## src/rtl/adc_sar_ctrl.sv

```systemverilog
`default_nettype none
// ============================================================================
// Module      : adc_sar_ctrl
// Description : Synchronous successive-approximation ADC controller. Drives
//               the sampling switch and cap-DAC trial code, resolves one bit
//               per step from the comparator, and publishes the result on a
//               parallel bus and a daisy-chainable serial shift register.
//               Optional feature macro: ADC_CONT_EN (back-to-back conversions
//               directly from DONE while conv_start is held high).
// Revision    : 1.0 - initial release
// ============================================================================
module adc_sar_ctrl #(
  parameter int NBITS      = 8,
  parameter int SAMPLE_CYC = 4,
  parameter int SETTLE_CYC = 1
) (
  input  logic             clk,
  input  logic             rst_n,
  input  logic             conv_start,
  input  logic             comp_in,
  input  logic             load,
  input  logic             dati,
  output logic             sample,
  output logic [NBITS-1:0] dac_code,
  output logic             busy,
  output logic             conv_finish,
  output logic [NBITS-1:0] result,
  output logic             dato
);

  // One counter serves both the sampling window and the per-bit settle time.
  localparam int MAX_CYC = (SAMPLE_CYC > SETTLE_CYC) ? SAMPLE_CYC : SETTLE_CYC;
  localparam int CNT_W   = $clog2(MAX_CYC) + 1;
  localparam int IDX_W   = $clog2(NBITS);

  localparam logic [CNT_W-1:0] SAMP_LAST   = CNT_W'(SAMPLE_CYC - 1);
  localparam logic [CNT_W-1:0] SETTLE_LAST = CNT_W'(SETTLE_CYC - 1);
  localparam logic [IDX_W-1:0] IDX_MSB     = IDX_W'(NBITS - 1);

  typedef enum logic [1:0] {
    S_IDLE    = 2'd0,
    S_SAMPLE  = 2'd1,
    S_CONVERT = 2'd2,
    S_DONE    = 2'd3
  } state_t;

  state_t             state_q, state_d;
  logic [CNT_W-1:0]   cnt_q, cnt_d;
  logic [IDX_W-1:0]   idx_q, idx_d;
  logic [NBITS-1:0]   code_q, code_d;
  logic [NBITS-1:0]   result_q, result_d;
  logic [NBITS-1:0]   sr_q, sr_d;
  logic [NBITS-1:0]   trial_bit;

  // State and datapath registers with synchronous active-low reset.
  always_ff @(posedge clk) begin
    if (!rst_n) begin
      state_q  <= S_IDLE;
      cnt_q    <= '0;
      idx_q    <= '0;
      code_q   <= '0;
      result_q <= '0;
      sr_q     <= '0;
    end else begin
      state_q  <= state_d;
      cnt_q    <= cnt_d;
      idx_q    <= idx_d;
      code_q   <= code_d;
      result_q <= result_d;
      sr_q     <= sr_d;
    end
  end

  // Next-state logic and Moore outputs; every output is a function of registers only.
  always_comb begin
    state_d     = state_q;
    cnt_d       = cnt_q;
    idx_d       = idx_q;
    code_d      = code_q;
    result_d    = result_q;
    sr_d        = sr_q;
    trial_bit   = NBITS'(1) << idx_q;
    sample      = 1'b0;
    busy        = 1'b1;
    conv_finish = 1'b0;
    dac_code    = code_q;

    // Serial shift runs in any state; the DONE parallel load below overrides it.
    if (load) begin
      sr_d = {sr_q[NBITS-2:0], dati};
    end

    case (state_q)
      S_IDLE: begin
        busy = 1'b0;
        if (conv_start) begin
          state_d = S_SAMPLE;
          cnt_d   = '0;
          code_d  = '0;
        end
      end

      S_SAMPLE: begin
        sample = 1'b1;
        if (cnt_q == SAMP_LAST) begin
          state_d = S_CONVERT;
          cnt_d   = '0;
          idx_d   = IDX_MSB;
        end else begin
          cnt_d = cnt_q + 1'b1;
        end
      end

      S_CONVERT: begin
        dac_code = code_q | trial_bit;
        if (cnt_q == SETTLE_LAST) begin
          // Keep the trial bit only when the input is at or above the DAC level.
          code_d[idx_q] = comp_in;
          cnt_d         = '0;
          if (idx_q == '0) begin
            state_d = S_DONE;
          end else begin
            idx_d = idx_q - 1'b1;
          end
        end else begin
          cnt_d = cnt_q + 1'b1;
        end
      end

      S_DONE: begin
        conv_finish = 1'b1;
        result_d    = code_q;
        sr_d        = code_q;
`ifdef ADC_CONT_EN
        if (conv_start) begin
          state_d = S_SAMPLE;
          cnt_d   = '0;
          code_d  = '0;
        end else begin
          state_d = S_IDLE;
        end
`else
        state_d = S_IDLE;
`endif
      end

      default: begin
        state_d = S_IDLE;
      end
    endcase
  end

  assign result = result_q;
  assign dato   = sr_q[NBITS-1];

endmodule
`default_nettype wire
```

## config.mk

```make
export PLATFORM = sky130hd
export DESIGN_NAME = adc_sar_ctrl
export DESIGN_NICKNAME = d
export VERILOG_FILES = /design/src/rtl/adc_sar_ctrl.sv
export SDC_FILE = /design/constraint.sdc
export NUM_CORES = 1
export LEC_CHECK = 0
export BUFFER_PORTS_ARGS = -buffer_cell sky130_fd_sc_hd__buf_2
export CAP_MARGIN = 20
export CORE_AREA = 10 10 74 76
export CTS_CLUSTER_SIZE = 20
export DETAILED_ROUTE_END_ITERATION = 8
export DIE_AREA = 0 0 84 86
export PLACE_DENSITY_LB_ADDON = 0.2
export SLEW_MARGIN = 0
export SYNTH_ARGS = -nofsm -noshare
export SYNTH_HDL_FRONTEND = slang
export SYNTH_SLANG_ARGS = --single-unit
export TNS_END_PERCENT = 100
```

## constraint.sdc

```tcl
create_clock -name clk -period 2.3 [get_ports clk]
set_input_delay 0.345 -clock clk [delete_from_list [all_inputs] [get_ports clk]]
set_output_delay 0.345 -clock clk [all_outputs]
set_load 0.05 [all_outputs]
```

==> metrics.cfg, run 1 <==
[floorplanning]
dieHeight_um=86
die_w_um=84
die-area_mm2=0.00722
ios=26
fp.coreArea_mm2=0.00397
start_util=0.451
rows=23

[finish]
syn_to_final_growth_pct=16.6
fillCellCount=385
layout-drive-gt1-share=0.229
fin_nets=249
post-route-util=0.526
antenna_cells=0

[placed_design]
place_ws_ns=0.421
gp_congestion=0.831
dp_hpwl_mm=2.87
port_buffers=25

[route]
drt-total-wl_mm=3.94
wl_per_cell_um=14.0
drt_iter0_markers=45
final_antenna_net_count=0
viasPerCell=5.15
drc_errors=0
dr.pass1.iters=4
vias=1447

[setup_path]
endpoint_kind=output port
slowest_delay_ns=0.35
crit_type=flip-flop to output port
critical_path.cell_chain=inv_1, ha_1, and3b_1, or2_2, buf_2
crit_family=simple AND/OR/NAND/NOR gates
start_kind=flip-flop
cp.buffers_inverters=2
cp_slowest_cell=dfxtp_1
arrival_ns=1.83
critPathMaxFanout=11
cp.required_ns=1.96

[worst_hold_path]
hold_class=input pin to flip-flop

[yosys]
synth_area_mm2=0.00179
synth_edf_count=0
synth_fa_ha_area_frac=0.0908
synth_fp_nets=222
synth_area_leaders=dfxtp_1, ha_1, mux2i_1
synthArstFlopShare=0
syn_area_per_cell_um2=8.82
synth_top_area_frac=0.358
synth_commonest_cells=dfxtp_1, nand2_1, o21ai_0
post_synth_num_cell_types=35
synth_simple_gate_area_frac=0.213
synth_top_family_by_area=compound AO/OA/AOI/OAI gates
synth_most_common_cell=dfxtp_1
synth-xor-area-share=0
ys_warn_count=0
synth_compound_gate_area_share=0.222
netlist_instances=203
yosysTopAreaCell=dfxtp_1
synth-seq-cells=32
synth_flop_cell=dfxtp_1
synthMuxAreaShare=0.0559
yosysSeqAreaShare=0.358

[grt]
antenna_found_initial=0
grt_pass1_wl_mm=7.02
grt_max_degree=35
track_usage=0.115
grt_overflow=0
grt_pass1_vias=1481

[clocking]
cts_tree=done
clock_latency_ns=0.29
ctsLongestPathBuffers=2
clkTransAtPathRegs_ns=0.07
cts.sinks=32
postCtsSetupBuffers=0
cts_resized=0
cts_buffers=5
clock-root-buffer=clkbuf_8
holdBufCountCts=0
htreeDepth=2

[timing]
hold_viol=0
period_share=0.945
period_minus_slack_ns=2.17
tightest_slew_ns=0.507
worst_slack_ns=0.127
hold_slack_ns=0.463
finalClockSkew_ns=0.00282
setup_violations=0
drv_slew=0
final.setup.tns_ns=0
rsz0062_at_grt=no
max-slew-margin-rel=0.659
fmax_mhz=460

[power_and_ir_drop]
powerDensity_mw_per_mm2=1080
total_power_w=0.00226
ir_drop_mv=0.669
p_leak_nw=0.961

[outcome]
outcome=finished clean

[run]
max-cap-violations=0

where the power goes:
group          internal (W)  leakage (nW)  switching (W)
registers          0.000604         0.259      0.0000310
logic              0.000392         0.647       0.000691
clock network      0.000321        0.0552       0.000216
total               0.00132         0.961       0.000938
tightest hold or removal path, delay by kind of cell:
| family | cells | cell delay, ns |
|---|---|---|
| buffers and inverters | 1 | 0.08 |
| multiplexers | 1 | 0.05 |
| AND/OR/NAND/NOR | 1 | 0.11 |
| AO/OA/AOI/OAI | 1 | 0.13 |
layout make-up:
| cell class | instances | area (um2) | area share |
|---|---|---|---|
| Clock buffer | 6 | 72.6 | 0.0348 |
| Clock inverter | 2 | 35.0 | 0.0168 |
| Inverter | 11 | 41.3 | 0.0198 |
| Multi-Input combinational cell | 146 | 1040 | 0.499 |
| Sequential cell | 32 | 641 | 0.307 |
| Tap cell | 50 | 62.6 | 0.0300 |
| Timing Repair Buffer | 34 | 193 | 0.0923 |
stage by stage:
stage | instance area [um2] | std cells
after floorplan | 1790 | 203
after global placement | 1980 | 273
after detailed placement | 1980 | 273
after CTS | 2090 | 281
after global routing | 2090 | 281
final | 2090 | 281
layer usage:
metal	GRT usage	wire [um]	part of all wire	up-vias
met5	0	0	0	-
met4	0.0578	94	0.024	0
met3	0.0350	147	0.037	9
met2	0.189	1890	0.48	19
met1	0.132	1810	0.46	659
li1	-	-	-	760
state kept, by name, summed over array words and instances, names as in the netlist:
register and flops:
cnt_q 3, code_q 8, idx_q 3, result 8
sr_q 8, state_q 2
path summary, 6_finish.rpt:
kind / startpoint / endpoint / slack (ns) / cells after the start
min: dati / sr_q[0] / 0.46 / 4
max: state_q[0] / dac_code[0] / 0.13 / 5
min reg2reg: result[1] / result[1] / 0.48 / 2
max reg2reg: state_q[0] / code_q[1] / 0.49 / 7
cells by family after synthesis:
family	Yosys count
and+or+nand+nor	69
AOI/OAI and AO/OA	54
DFF	32
buffers and inverters	25
adders and majority gates	13
muxes	10
placed cells by master (no fill, tap or decap):
cell type / Yosys / layout
a2111oi_4: 1 / 1
a211o_2: 1 / 1
a211oi_1: 1 / 1
a21boi_0: 9 / 9
a21o_1: 3 / 3
a21oi_1: 8 / 8
a31o_2: 5 / 5
a32o_1: 3 / 3
a32oi_1: 1 / 1
and2_1: 9 / 9
and3b_1: 2 / 2
buf_2: 5 / 25
buf_4: 2 / 9
bufinv_16: 0 / 1
clkbuf_1: 7 / 1
clkbuf_8: 0 / 5
clkinv_2: 0 / 1
dfxtp_1: 32 / 32
ha_1: 13 / 13
inv_1: 11 / 11
mux2i_1: 10 / 10
nand2_1: 24 / 24
nand2b_1: 12 / 12
nand2b_4: 1 / 1
nand3_1: 8 / 8
nand4_1: 1 / 1
nand4b_1: 1 / 1
nor2_1: 3 / 3
nor2b_1: 4 / 4
nor2b_4: 1 / 1
nor4_1: 1 / 1
o211a_1: 2 / 2
o21ai_0: 14 / 14
o22ai_1: 3 / 3
o31ai_1: 2 / 2
o32ai_2: 1 / 1
or2_2: 1 / 1
or4_4: 1 / 1
(Power assumes the default switching activity.)
==> run 2, diff against run 1 <==
CTS_CLUSTER_SIZE = not set   (was 20)
PLACE_DENSITY_LB_ADDON = not set   (was 0.2)
==> metrics.cfg, run 2 (same netlist as run 1, synthesis figures left out) <==
[clocking]
holdBufCountCts=0  ; unchanged
cts_buffers=5  ; unchanged
clock_latency_ns=0.29  ; about the same
ctsLongestPathBuffers=2  ; unchanged
clock-root-buffer=clkbuf_8  ; unchanged
clkTransAtPathRegs_ns=0.06  ; was 0.07 ns
htreeDepth=2  ; unchanged
cts.sinks=32  ; unchanged
cts_tree=done  ; unchanged

[route]
vias=1485  ; was 1447
viasPerCell=5.30  ; was 5.15
drt-total-wl_mm=4.18  ; was 3.94 mm
drt_iter0_markers=76  ; was 45
wl_per_cell_um=14.9  ; was 14.0 um
dr.pass1.iters=4  ; unchanged
drc_errors=0  ; unchanged
final_antenna_net_count=0  ; unchanged

[outcome]
outcome=finished clean  ; unchanged

[power_and_ir_drop]
powerDensity_mw_per_mm2=1050  ; was 1080 mW/mm2
total_power_w=0.00216  ; was 0.00226 W
ir_drop_mv=0.603  ; was 0.669 mV
p_leak_nw=0.945  ; was 0.961 nW

[placed_design]
dp_hpwl_mm=3.10  ; was 2.87 mm
placed_cells=272  ; was 273
port_buffers=25  ; unchanged
gp_congestion=0.832  ; was 0.831

[timing]
tightest_slew_ns=0.468  ; was 0.507 ns
setup_violations=0  ; unchanged
period_share=0.924  ; was 0.945
hold_viol=0  ; unchanged
max-slew-margin-rel=0.686  ; was 0.659
rsz0062_at_grt=no  ; unchanged
finalClockSkew_ns=0.00561  ; was 0.00282 ns
drv_slew=0  ; unchanged
fmax_mhz=471  ; was 460 MHz
final.setup.tns_ns=0  ; unchanged
period_minus_slack_ns=2.12  ; was 2.17 ns

[grt]
grt_pass1_wl_mm=7.40  ; was 7.02 mm
grt_overflow=0  ; unchanged
antenna_found_initial=0  ; unchanged
grt_pass1_vias=1546  ; was 1481
track_usage=0.122  ; was 0.115
grt_max_degree=35  ; unchanged

[setup_path]
crit_type=flip-flop to output port  ; unchanged
start_kind=flip-flop  ; unchanged
arrival_ns=1.78  ; was 1.83 ns
endpoint_kind=output port  ; unchanged
cp.required_ns=1.96  ; about the same
critPathMaxFanout=16  ; was 11

[finish]
fin_nets=248  ; was 249
stdcell_count=280  ; was 281
layout_commonest_cell=dfxtp_1  ; unchanged
post-route-util=0.520  ; was 0.526
mostFrequentLayoutCells=dfxtp_1, buf_2, nand2_1  ; unchanged
antenna_cells=0  ; unchanged
layout-drive-gt1-share=0.226  ; was 0.229
syn_to_final_growth_pct=15.3  ; was 16.6%

[run]
max-cap-violations=0  ; unchanged

[floorplanning]
start_util=0.451  ; unchanged
rows=23  ; unchanged
die-area_mm2=0.00722  ; unchanged
fp.coreArea_mm2=0.00397  ; unchanged
dieHeight_um=86  ; unchanged
die_w_um=84  ; unchanged
ios=26  ; unchanged

[worst_hold_path]
hold_class=input pin to flip-flop  ; unchanged

run 2: timing repair:
| item | 4_1_cts | 5_1_grt |
|---|---|---|
| resized for setup | 0 | 1 |
| setup endpoints to repair | 0 | 7 |
| setup buffers | 0 | 0 |
run 2: final timing paths:
| kind | cells past startpoint | end | slack (ns) | start |
|---|---|---|---|---|
| max | 5 | dac_code[1] | 0.18 | state_q[0] |
| min | 4 | sr_q[0] | 0.48 | dati |
| max reg2reg | 6 | code_q[0] | 0.48 | state_q[1] |
| min reg2reg | 2 | result[2] | 0.48 | result[2] |
run 2: cell type report:
cell class,instances,area (um2)
fill,398,1910
multi-input combinational,146,1040
sequential,32,641
timing repair buffer,33,185
clock buffer,8,90.1
tap,50,62.6
inverter,11,41.3
run 2: per-stage QoR:
step                worst slack (ns)  hold WS [ns]  instance area [um2]
floorplan                      0.470         0.449                 1790
global placement               0.389         0.463                 1970
detailed placement             0.346         0.477                 1970
CTS                           0.0301         0.480                 2060
global route                  0.0662         0.510                 2060
finish                         0.175         0.477                 2060
run 2: worst max-delay path, cell delays in order (launching register included):
cell and delay (ns):
dfxtp_1 0.33, inv_1 0.10, ha_2 0.38, nor2b_1 0.28, a21o_1 0.15, buf_2 0.25
run 2: power breakdown:
| part | switching, W | total, W | internal, W |
|---|---|---|---|
| registers | 0.0000378 | 0.000642 | 0.000604 |
| clock network | 0.000205 | 0.000449 | 0.000244 |
| logic | 0.000690 | 0.00107 | 0.000380 |
| total | 0.000933 | 0.00216 | 0.00123 |
run 2: routing by layer:
layer  up-vias  wire length (um)  global-route usage
li1        752                 -                   -
met4         0                44              0.0426
met2        25              2100               0.210
met3         4               186              0.0426
met1       704              1860               0.137
met5         -                 0                   0
==> run 3, diff against run 2 <==
ABC_AREA = 1   (was not set)
CORE_AREA = 10 10 75 77   (was 10 10 74 76)
DIE_AREA = 0 0 85 87   (was 0 0 84 86)
==> metrics.cfg, run 3 <==
[clocking]
clkTransAtPathRegs_ns=0.07  ; was 0.06 ns
cts_tree=done  ; unchanged
clock_latency_ns=0.29  ; about the same
holdBufCountCts=0  ; unchanged
cts_resized=0  ; unchanged
clock-root-buffer=clkbuf_8  ; unchanged
ctsLongestPathBuffers=2  ; unchanged
postCtsSetupBuffers=0  ; unchanged
cts.sinks=32  ; unchanged
cts_buffers=5  ; unchanged
htreeDepth=2  ; unchanged

[placed_design]
port_buffers=25  ; unchanged
postPlaceCellArea_mm2=0.00199  ; was 0.00197 mm2
place_ws_ns=0.491  ; was 0.346 ns
gp_congestion=0.786  ; was 0.832
dp_hpwl_mm=3.23  ; was 3.10 mm

[grt]
track_usage=0.124  ; was 0.122
grt_pass1_wl_mm=7.67  ; was 7.40 mm
grt_pass1_vias=1628  ; was 1546
grt_overflow=0  ; unchanged
grt_max_degree=21  ; was 35
antenna_found_initial=0  ; unchanged

[route]
drc_errors=0  ; unchanged
wl_per_cell_um=12.6  ; was 14.9 um
drt-total-wl_mm=4.36  ; was 4.18 mm
viasPerCell=5.00  ; was 5.30
vias=1725  ; was 1485
drt_iter0_markers=113  ; was 76
final_antenna_net_count=0  ; unchanged
dr.pass1.iters=5  ; was 4

[setup_path]
crit_type=flip-flop to output port  ; unchanged
critPathMaxFanout=11  ; was 16
endpoint_kind=output port  ; unchanged
arrival_ns=1.74  ; was 1.78 ns
start_kind=flip-flop  ; unchanged
cp_slowest_cell=ha_1  ; was ha_2
critical_path.cell_chain=inv_1, ha_1, buf_4, nand3_2, nand2_1, buf_2  ; was inv_1, ha_2, nor2b_1, a21o_1, buf_2
worstRegToRegCells=8  ; was 6
slowest_delay_ns=0.39  ; was 0.38 ns
cp.required_ns=1.96  ; about the same

[power_and_ir_drop]
p_sw_frac=0.457  ; was 0.432
ir_drop_mv=0.832  ; was 0.603 mV
pwr-share-comb=0.502  ; was 0.495
intPower_w=0.00129  ; was 0.00123 W
total_power_w=0.00237  ; was 0.00216 W
pwr-share-seq=0.271  ; was 0.297
p_leak_nw=1.02  ; was 0.945 nW
clkPwrFrac=0.227  ; was 0.208
power.net_switching_w=0.00108  ; was 0.000933 W
powerDensity_mw_per_mm2=1130  ; was 1050 mW/mm2

[timing]
finalClockSkew_ns=0.00560  ; was 0.00561 ns
setup_violations=0  ; unchanged
final.setup.tns_ns=0  ; unchanged
hold_viol=0  ; unchanged
hold_slack_ns=0.409  ; was 0.477 ns
max-slew-margin-rel=0.551  ; was 0.686
period_share=0.906  ; was 0.924
worst_slack_ns=0.217  ; was 0.175 ns
rsz0062_at_grt=no  ; unchanged
period_minus_slack_ns=2.08  ; was 2.12 ns
fmax_mhz=480  ; was 471 MHz
tightest_slew_ns=0.673  ; was 0.468 ns
drv_slew=0  ; unchanged

[finish]
antenna_cells=0  ; unchanged
fin_nets=311  ; was 248
layout-drive-gt1-share=0.171  ; was 0.226
layout_commonest_cell=nand2_1  ; was dfxtp_1
fillCellCount=440  ; was 398
syn_to_final_growth_pct=14.2  ; was 15.3%
stdcell_area_mm2=0.00211  ; was 0.00206 mm2
mostFrequentLayoutCells=nand2_1, inv_1, dfxtp_1  ; was dfxtp_1, buf_2, nand2_1

[yosys]
synth_flop_cell=dfxtp_1  ; unchanged
yosysSeqAreaShare=0.347  ; was 0.358
synth_most_common_cell=nand2_1  ; was dfxtp_1
synthArstFlopShare=0  ; unchanged
synth-seq-cells=32  ; unchanged
synth_edf_count=0  ; unchanged
post_synth_num_cell_types=24  ; was 35
syn_area_per_cell_um2=6.91  ; was 8.82 um2
netlist_instances=267  ; was 203
yosysTopAreaCell=dfxtp_1  ; unchanged
synth_top_area_frac=0.347  ; was 0.358
synth_commonest_cells=nand2_1, inv_1, dfxtp_1  ; was dfxtp_1, nand2_1, o21ai_0
synth_fp_nets=286  ; was 222
synth_area_mm2=0.00184  ; was 0.00179 mm2
synth_area_leaders=dfxtp_1, nand2_1, ha_1  ; was dfxtp_1, ha_1, mux2i_1
ys_warn_count=0  ; unchanged

[floorplanning]
start_util=0.436  ; was 0.451
rows=24  ; was 23
ios=26  ; unchanged
die_w_um=85  ; was 84 um
fp.coreArea_mm2=0.00423  ; was 0.00397 mm2
dieHeight_um=87  ; was 86 um
die-area_mm2=0.00740  ; was 0.00722 mm2

[run]
max-cap-violations=0  ; unchanged

[worst_hold_path]
hold_class=input pin to flip-flop  ; unchanged
holdPathStages=3  ; was 4

[outcome]
outcome=finished clean  ; unchanged

run 3: cell types whose count changed after synthesis, moves of 5 or more:
| cell | previous run | this run |
|---|---|---|
| clkbuf_1 | 7 | 2 |
| nand4_1 | 1 | 10 |
| inv_1 | 11 | 33 |
| and2_1 | 9 | 0 |
| a21oi_1 | 8 | 21 |
| nand2b_1 | 12 | 0 |
| nor2_1 | 3 | 17 |
| o21bai_1 | 0 | 6 |
| mux2i_1 | 10 | 0 |
| nand3_1 | 8 | 21 |
| a21boi_0 | 9 | 0 |
| nand2_1 | 24 | 74 |
run 3: area by class of cell:
cell class                 count  area [um2]  area share
sequential                    32         641       0.304
clock inverter                 3        42.5      0.0202
inverter                      35         131      0.0624
multi-input combinational    186         980       0.465
clock buffer                   5        68.8      0.0327
timing repair buffer          32         178      0.0844
tap                           52        65.1      0.0309
run 3: metal layers:
layer	vias to the layer above	GRT usage	share of wire	routed length, um
met5	-	0	0	0
met4	0	0.0404	0.010	44
met3	4	0.0403	0.066	288
met2	52	0.197	0.44	1920
met1	767	0.155	0.48	2110
li1	902	-	-	-
run 3: worst paths after layout:
| check | end | slack (ns) | start |
|---|---|---|---|
| max reg2reg | code_q[5] | 0.48 | state_q[0] |
| min reg2reg | result[5] | 0.46 | result[5] |
| min | sr_q[3] | 0.41 | rst_n |
| max | dac_code[0] | 0.22 | state_q[0] |
run 3: stage by stage:
stage               instances  utilization
global route              345        0.497
finish                    345        0.497
CTS                       345        0.497
detailed placement        337        0.471
floorplan                 267            -
global placement          337        0.471
run 3: critical path: cells and delay by family (launching register included):
kind / cells / cell delay [ns]
adder cells (fa/ha/maj): 1 / 0.39
AND/OR/NAND/NOR: 2 / 0.16
flip-flops: 1 / 0.33
buffers and inverters: 3 / 0.56
run 3: power groups by stage:
stage          sequential (W)  combinational (W)  clock [W]
6_report             0.000643            0.00119   0.000538
4_1_cts              0.000643            0.00120   0.000554
3_5_place_dp         0.000656            0.00119          0
5_1_grt              0.000650            0.00135   0.000573
3_3_place_gp         0.000657            0.00120          0
2_1_floorplan        0.000652           0.000996          0
run 3: kinds of logic after synthesis:
family,Yosys count,share of synthesized area
buffers and inverters,49,0.121
AOI/OAI and AO/OA,43,0.132
and+or+nand+nor,130,0.311
DFF,32,0.347
adders and majority gates,13,0.0882
